File: src/rtl/seq_pkg.sv
// Shared types and constants for the instruction sequencer: FSM states, branch flag codes,
// default halt opcode and memory latency.
package seq_pkg;

    typedef enum logic [2:0] {
        StIdle,
        StFetch,
        StExec,
        StMemWait,
        StDone
    } seq_state_t;

    localparam logic [2:0] FL_NE = 3'b000;
    localparam logic [2:0] FL_EQ = 3'b001;
    localparam logic [2:0] FL_LT = 3'b010;
    localparam logic [2:0] FL_LE = 3'b011;
    localparam logic [2:0] FL_JP = 3'b100;

    localparam logic [8:0]  HALT_OP_DEF = 9'h1FF;
    localparam int unsigned MEM_LAT_DEF = 1;

    function automatic logic is_busy(input seq_state_t s);
        return (s == StFetch) || (s == StExec) || (s == StMemWait);
    endfunction

endpackage

File: src/rtl/branch_cond.sv
// Branch-taken evaluation from the stored flag code and Zero/Neg status bits.
module branch_cond
    import seq_pkg::*;
(
    input  logic [2:0] flag_i,
    input  logic       zero_i,
    input  logic       neg_i,
    output logic       taken_o
);

    always_comb begin
        taken_o = 1'b0;
        case (flag_i)
            FL_NE:   taken_o = ~zero_i;
            FL_EQ:   taken_o = zero_i;
            FL_LT:   taken_o = neg_i;
            FL_LE:   taken_o = neg_i | zero_i;
            FL_JP:   taken_o = 1'b1;
            default: taken_o = 1'b0;
        endcase
    end

endmodule

File: src/rtl/instr_sequencer.sv
// Multi-cycle fetch/execute sequencer: PC, branch flag, Z/N status and one-shot write enables.
// Optional cycle counter port CycleCount is built when SEQ_CYCLE_COUNT_EN is defined.
module instr_sequencer
    import seq_pkg::*;
#(
    parameter int unsigned PC_W    = 12,
    parameter int unsigned MEM_LAT = MEM_LAT_DEF,
    parameter logic [8:0]  HALT_OP = HALT_OP_DEF
) (
    input  logic            Clk,
    input  logic            Reset,
    input  logic            Start,
    input  logic [PC_W-1:0] StartAddr,
    input  logic [8:0]      Instr,
    input  logic            Branch,
    input  logic            FlagWrite,
    input  logic [2:0]      Flag,
    input  logic            MemtoReg,
    input  logic            RegWrite,
    input  logic            MemWrite,
    input  logic [PC_W-1:0] Target,
    input  logic            AluZero,
    input  logic            AluNeg,
    output logic [PC_W-1:0] PC,
    output logic            RegWriteEn,
    output logic            MemWriteEn,
    output logic            Busy,
`ifdef SEQ_CYCLE_COUNT_EN
    output logic [15:0]     CycleCount,
`endif
    output logic            Done
);

    localparam int unsigned CntW = (MEM_LAT > 1) ? $clog2(MEM_LAT) : 1;
    localparam logic [CntW-1:0] CntLast = CntW'((MEM_LAT == 0) ? 32'd0 : MEM_LAT - 1);

    seq_state_t      state_q, state_d;
    logic [PC_W-1:0] pc_q, pc_d, pc_inc;
    logic [2:0]      flag_q, flag_d;
    logic            z_q, z_d, n_q, n_d;
    logic [CntW-1:0] cnt_q, cnt_d;
    logic            taken;
    logic            start_acc;

    branch_cond u_branch_cond (
        .flag_i  (flag_q),
        .zero_i  (z_q),
        .neg_i   (n_q),
        .taken_o (taken)
    );

    assign pc_inc    = pc_q + PC_W'(1);
    assign start_acc = Start && ((state_q == StIdle) || (state_q == StDone));

    always_comb begin
        state_d    = state_q;
        pc_d       = pc_q;
        flag_d     = flag_q;
        z_d        = z_q;
        n_d        = n_q;
        cnt_d      = cnt_q;
        RegWriteEn = 1'b0;
        MemWriteEn = 1'b0;
        case (state_q)
            StIdle, StDone: begin
                if (start_acc) begin
                    pc_d    = StartAddr;
                    flag_d  = 3'b000;
                    z_d     = 1'b0;
                    n_d     = 1'b0;
                    cnt_d   = '0;
                    state_d = StFetch;
                end
            end
            StFetch: state_d = StExec;
            StExec: begin
                if (Instr == HALT_OP) begin
                    state_d = StDone;
                end else begin
                    RegWriteEn = RegWrite & ~MemtoReg;
                    MemWriteEn = MemWrite;
                    state_d    = StFetch;
                    pc_d       = pc_inc;
                    if (RegWrite && !MemtoReg) begin
                        z_d = AluZero;
                        n_d = AluNeg;
                    end
                    if (Branch && FlagWrite) begin
                        flag_d = Flag;
                    end else if (Branch && taken) begin
                        pc_d = Target;
                    end
                    if (MemtoReg) begin
                        if (MEM_LAT == 0) begin
                            RegWriteEn = 1'b1;
                        end else begin
                            // PC stays on the lb until its delayed write-back retires
                            pc_d    = pc_q;
                            cnt_d   = '0;
                            state_d = StMemWait;
                        end
                    end
                end
            end
            StMemWait: begin
                if (cnt_q == CntLast) begin
                    RegWriteEn = 1'b1;
                    pc_d       = pc_inc;
                    state_d    = StFetch;
                end else begin
                    cnt_d = cnt_q + CntW'(1);
                end
            end
            default: state_d = StIdle;
        endcase
    end

    always_ff @(posedge Clk or posedge Reset) begin
        if (Reset) begin
            state_q <= StIdle;
            pc_q    <= '0;
            flag_q  <= 3'b000;
            z_q     <= 1'b0;
            n_q     <= 1'b0;
            cnt_q   <= '0;
        end else begin
            state_q <= state_d;
            pc_q    <= pc_d;
            flag_q  <= flag_d;
            z_q     <= z_d;
            n_q     <= n_d;
            cnt_q   <= cnt_d;
        end
    end

    assign PC   = pc_q;
    assign Busy = is_busy(state_q);
    assign Done = (state_q == StDone);

`ifdef SEQ_CYCLE_COUNT_EN
    logic [15:0] cyc_q, cyc_d;

    always_comb begin
        cyc_d = cyc_q;
        if (start_acc) begin
            cyc_d = '0;
        end else if (Busy && (cyc_q != 16'hFFFF)) begin
            cyc_d = cyc_q + 16'd1;
        end
    end

    always_ff @(posedge Clk or posedge Reset) begin
        if (Reset) begin
            cyc_q <= '0;
        end else begin
            cyc_q <= cyc_d;
        end
    end

    assign CycleCount = cyc_q;
`endif

endmodule

File: config.mk
export PLATFORM = sky130hd
export DESIGN_NAME = instr_sequencer
export DESIGN_NICKNAME = d
export VERILOG_FILES = /design/src/rtl/seq_pkg.sv /design/src/rtl/branch_cond.sv /design/src/rtl/instr_sequencer.sv
export SDC_FILE = /design/constraint.sdc
export NUM_CORES = 1
export LEC_CHECK = 0
export BUFFER_PORTS_ARGS = -buffer_cell sky130_fd_sc_hd__buf_2
export CAP_MARGIN = 20
export CORE_MARGIN = 4
export CORE_UTILIZATION = 51
export CTS_CLUSTER_DIAMETER = 60
export CTS_CLUSTER_SIZE = 20
export DETAILED_ROUTE_END_ITERATION = 7
export PLACE_DENSITY = 0.88
export SYNTH_ARGS = -nofsm -noshare
export SYNTH_HDL_FRONTEND = slang
export SYNTH_SLANG_ARGS = --single-unit
File: constraint.sdc
create_clock -name Clk -period 4 [get_ports Clk]
set_clock_uncertainty 0.1 [all_clocks]
set_input_delay 0.4 -clock Clk [delete_from_list [all_inputs] [get_ports Clk]]
set_output_delay 0.4 -clock Clk [all_outputs]
set_load 0.01 [all_outputs]
==> results.toml <==
[run_status]
status = "completed"

[synth]
ys_types = 42
post-synth-top-count-cell = "dfrtp_1"
synth_edf_count = 0
synth.net_count = 213
yosysSeqAreaShare = 0.350
syn_area_mm2 = 0.00143
synth_top_cell_by_area = "dfrtp_1"
ys.flop_type = "dfrtp_1"
synth_area_leaders = "dfrtp_1 (35%), a22o_1 (6.1%), a32oi_1 (4.9%)"
synthArstFlopShare = 1.00
synth_common_cells = "dfrtp_1 (20), nand2_1 (16), nor2_1 (14)"
netlist_instances = 166
yosysWarningCount = 0
yosysTopAreaCellShare = 0.350
synth_seq_cells = 20
syn_area_per_cell_um2 = 8.62

[setup_path]
rr_worst_depth = 5
crit_fanout = 21
r2r_slack_ps = 1460
r2r-end = "PC[10]"
crit_type = "flop to primary output"
crit_buf_inv = 2
cp.required_ps = 3500
crit_chain = "nand2b_1 -> nor2_1 -> buf_4 -> and3_1 -> buf_2"
rr_startpoint = "state_q[2]"
slowest_stage = "nand2b_1"
critical_path.top_delay_family = "simple AND/OR/NAND/NOR gates"
end_kind = "primary output"
slowest_delay_ps = 520
worstSetupEndpoint = "MemWriteEn"
path_depth = 5
cp-startpoint = "state_q[2]"
cp-start-kind = "flop"
cp.arrival_ps = 2110

[route]
drt-vias-per-instance = 6.02
via_count = 1512
drt-pass1-iter-count = 4
first_iter_violations = 93
drc = 0
wl_per_cell_um = 15.5
drt-total-wl_mm = 3.90
ant_nets = 0

[pwr]
ir_worst_vdd_mv = 0.539
p_total_w = 0.00131
p_leak_nw = 0.861
p_per_area_mw_per_mm2 = 732

[floorplanning]
die_h_um = 61.0
rows = 18
die_w_um = 61.0
start_util = 0.557
core-area_mm2 = 0.00257
die-area_mm2 = 0.00372
pin_count = 62

[sta]
min_period_over_period = 0.653
hold_viol = 0
finalCriticalPeriod_ps = 2610
rsz0062_at_grt = "no"
relSlewSlack = 0.463
max_freq_mhz = 383
setup_violations = 0
tightest_slew_ps = 805
fin_tns_setup_ps = 0
final_max_slew_viol_count = 0

[global_route]
grt_max_degree = 25
antenna_found_initial = 0
grt_pass1_vias = 1396
grt_pass1_wl_mm = 6.19
grt_overflow = 0
grt_use_total = 0.221

[layout]
multi_input_area_um2 = 851
nFillCells = 203
antenna_cells = 0
nNetsFinal = 269
layout-drive-gt1-share = 0.330
areaGrowthSynthToFinish_pct = 24.8
ff_latch_area_um2 = 500

[clock_tree]
h-tree-depth = 1
clk_latency_ps = 320
cts_buffers = 3
cts.sinks = 20
ctsResizeCount = 0
clock-root-buffer = "clkbuf_4"
cts_buffer_depth = 2
clk_pin_slew_worst_paths_ps = 120
cts_tree = "built"
postCtsSetupBuffers = 0
postCtsHoldBufs = 0

[job]
maxCapViolCount = 0

[placed_design]
hpwl_mm = 2.84
io_buffer_count = 61
routabilityCongestion = 0.842

[min_path]
hp-class = "input pin to asynchronous set/reset pin"
-- worst min path at each step --
stage | from | to | slack, ps | depth (start not counted)
2_1_floorplan | Reset | PC[0] | 260 | 1
3_3_place_gp | state_q[2] | state_q[1] | 390 | 1
3_5_place_dp | n_q | n_q | 390 | 1
4_1_cts | Reset | PC[10] | 140 | 2
5_1_grt | Reset | PC[10] | 170 | 2
6_report | Reset | PC[11] | 110 | 2
-- registers in the layout, indices dropped and copies added, names as in the netlist --
name     count
n_q          1
state_q      3
flag_q       3
PC          12
z_q          1
-- stage by stage --
| step | cells | hold WS (ps) | cell area [um^2] | util | setup slack (ps) |
|---|---|---|---|---|---|
| global placement | 247 | 386 | 1730 | 0.674 | 1620 |
| finish | 251 | 113 | 1780 | 0.695 | 1390 |
| global route | 251 | 170 | 1780 | 0.695 | 1200 |
| detailed placement | 247 | 389 | 1730 | 0.674 | 1510 |
| floorplan | 166 | 264 | 1430 | - | 1970 |
| CTS | 251 | 135 | 1780 | 0.695 | 1420 |
-- logic make-up after synthesis --
group,Yosys count,share of synthesized area
flip-flops,20,0.350
buffers and inverters,18,0.0551
XOR/XNOR,1,0.00613
AND/OR/NAND/NOR,61,0.218
AO/OA/AOI/OAI,60,0.326
adder cells (fa/ha/maj),1,0.00875
multiplexers,5,0.0359
-- power by group --
group	internal [W]	switching (W)
combinational	0.000301	0.000385
sequential	0.000298	0.000150
clock	0.000101	0.0000714
total	0.000700	0.000607
-- layout by cell type, fill, tap and decap left out, types with 3 or more instances in the layout --
master,count
a21oi_1,8
a22o_1,10
a32oi_1,8
and3_1,6
buf_2,61
clkbuf_4,3
dfrtp_1,20
inv_1,6
mux2i_1,4
nand2_1,16
nand2b_1,5
nand3_1,5
nand4_1,3
nor2_1,14
nor2b_1,5
o211ai_1,3
o21ai_0,7
o31ai_1,6
-- layer usage --
| metal | wire length, um | up-vias | GRT usage |
|---|---|---|---|
| met4 | 44 | 0 | 0.0929 |
| li1 | - | 745 | - |
| met3 | 324 | 4 | 0.0404 |
| met1 | 1650 | 699 | 0.285 |
| met2 | 1890 | 64 | 0.363 |
| met5 | 0 | - | 0 |
-- layout make-up --
type / count / share of cell area
clock inverters: 1 / 0.0168
multi-input cells: 128 / 0.477
clock buffers: 3 / 0.0126
repair buffers: 63 / 0.180
well taps: 30 / 0.0210
inverters: 6 / 0.0126
flip-flops and latches: 20 / 0.281
(Power assumes the default switching activity.)
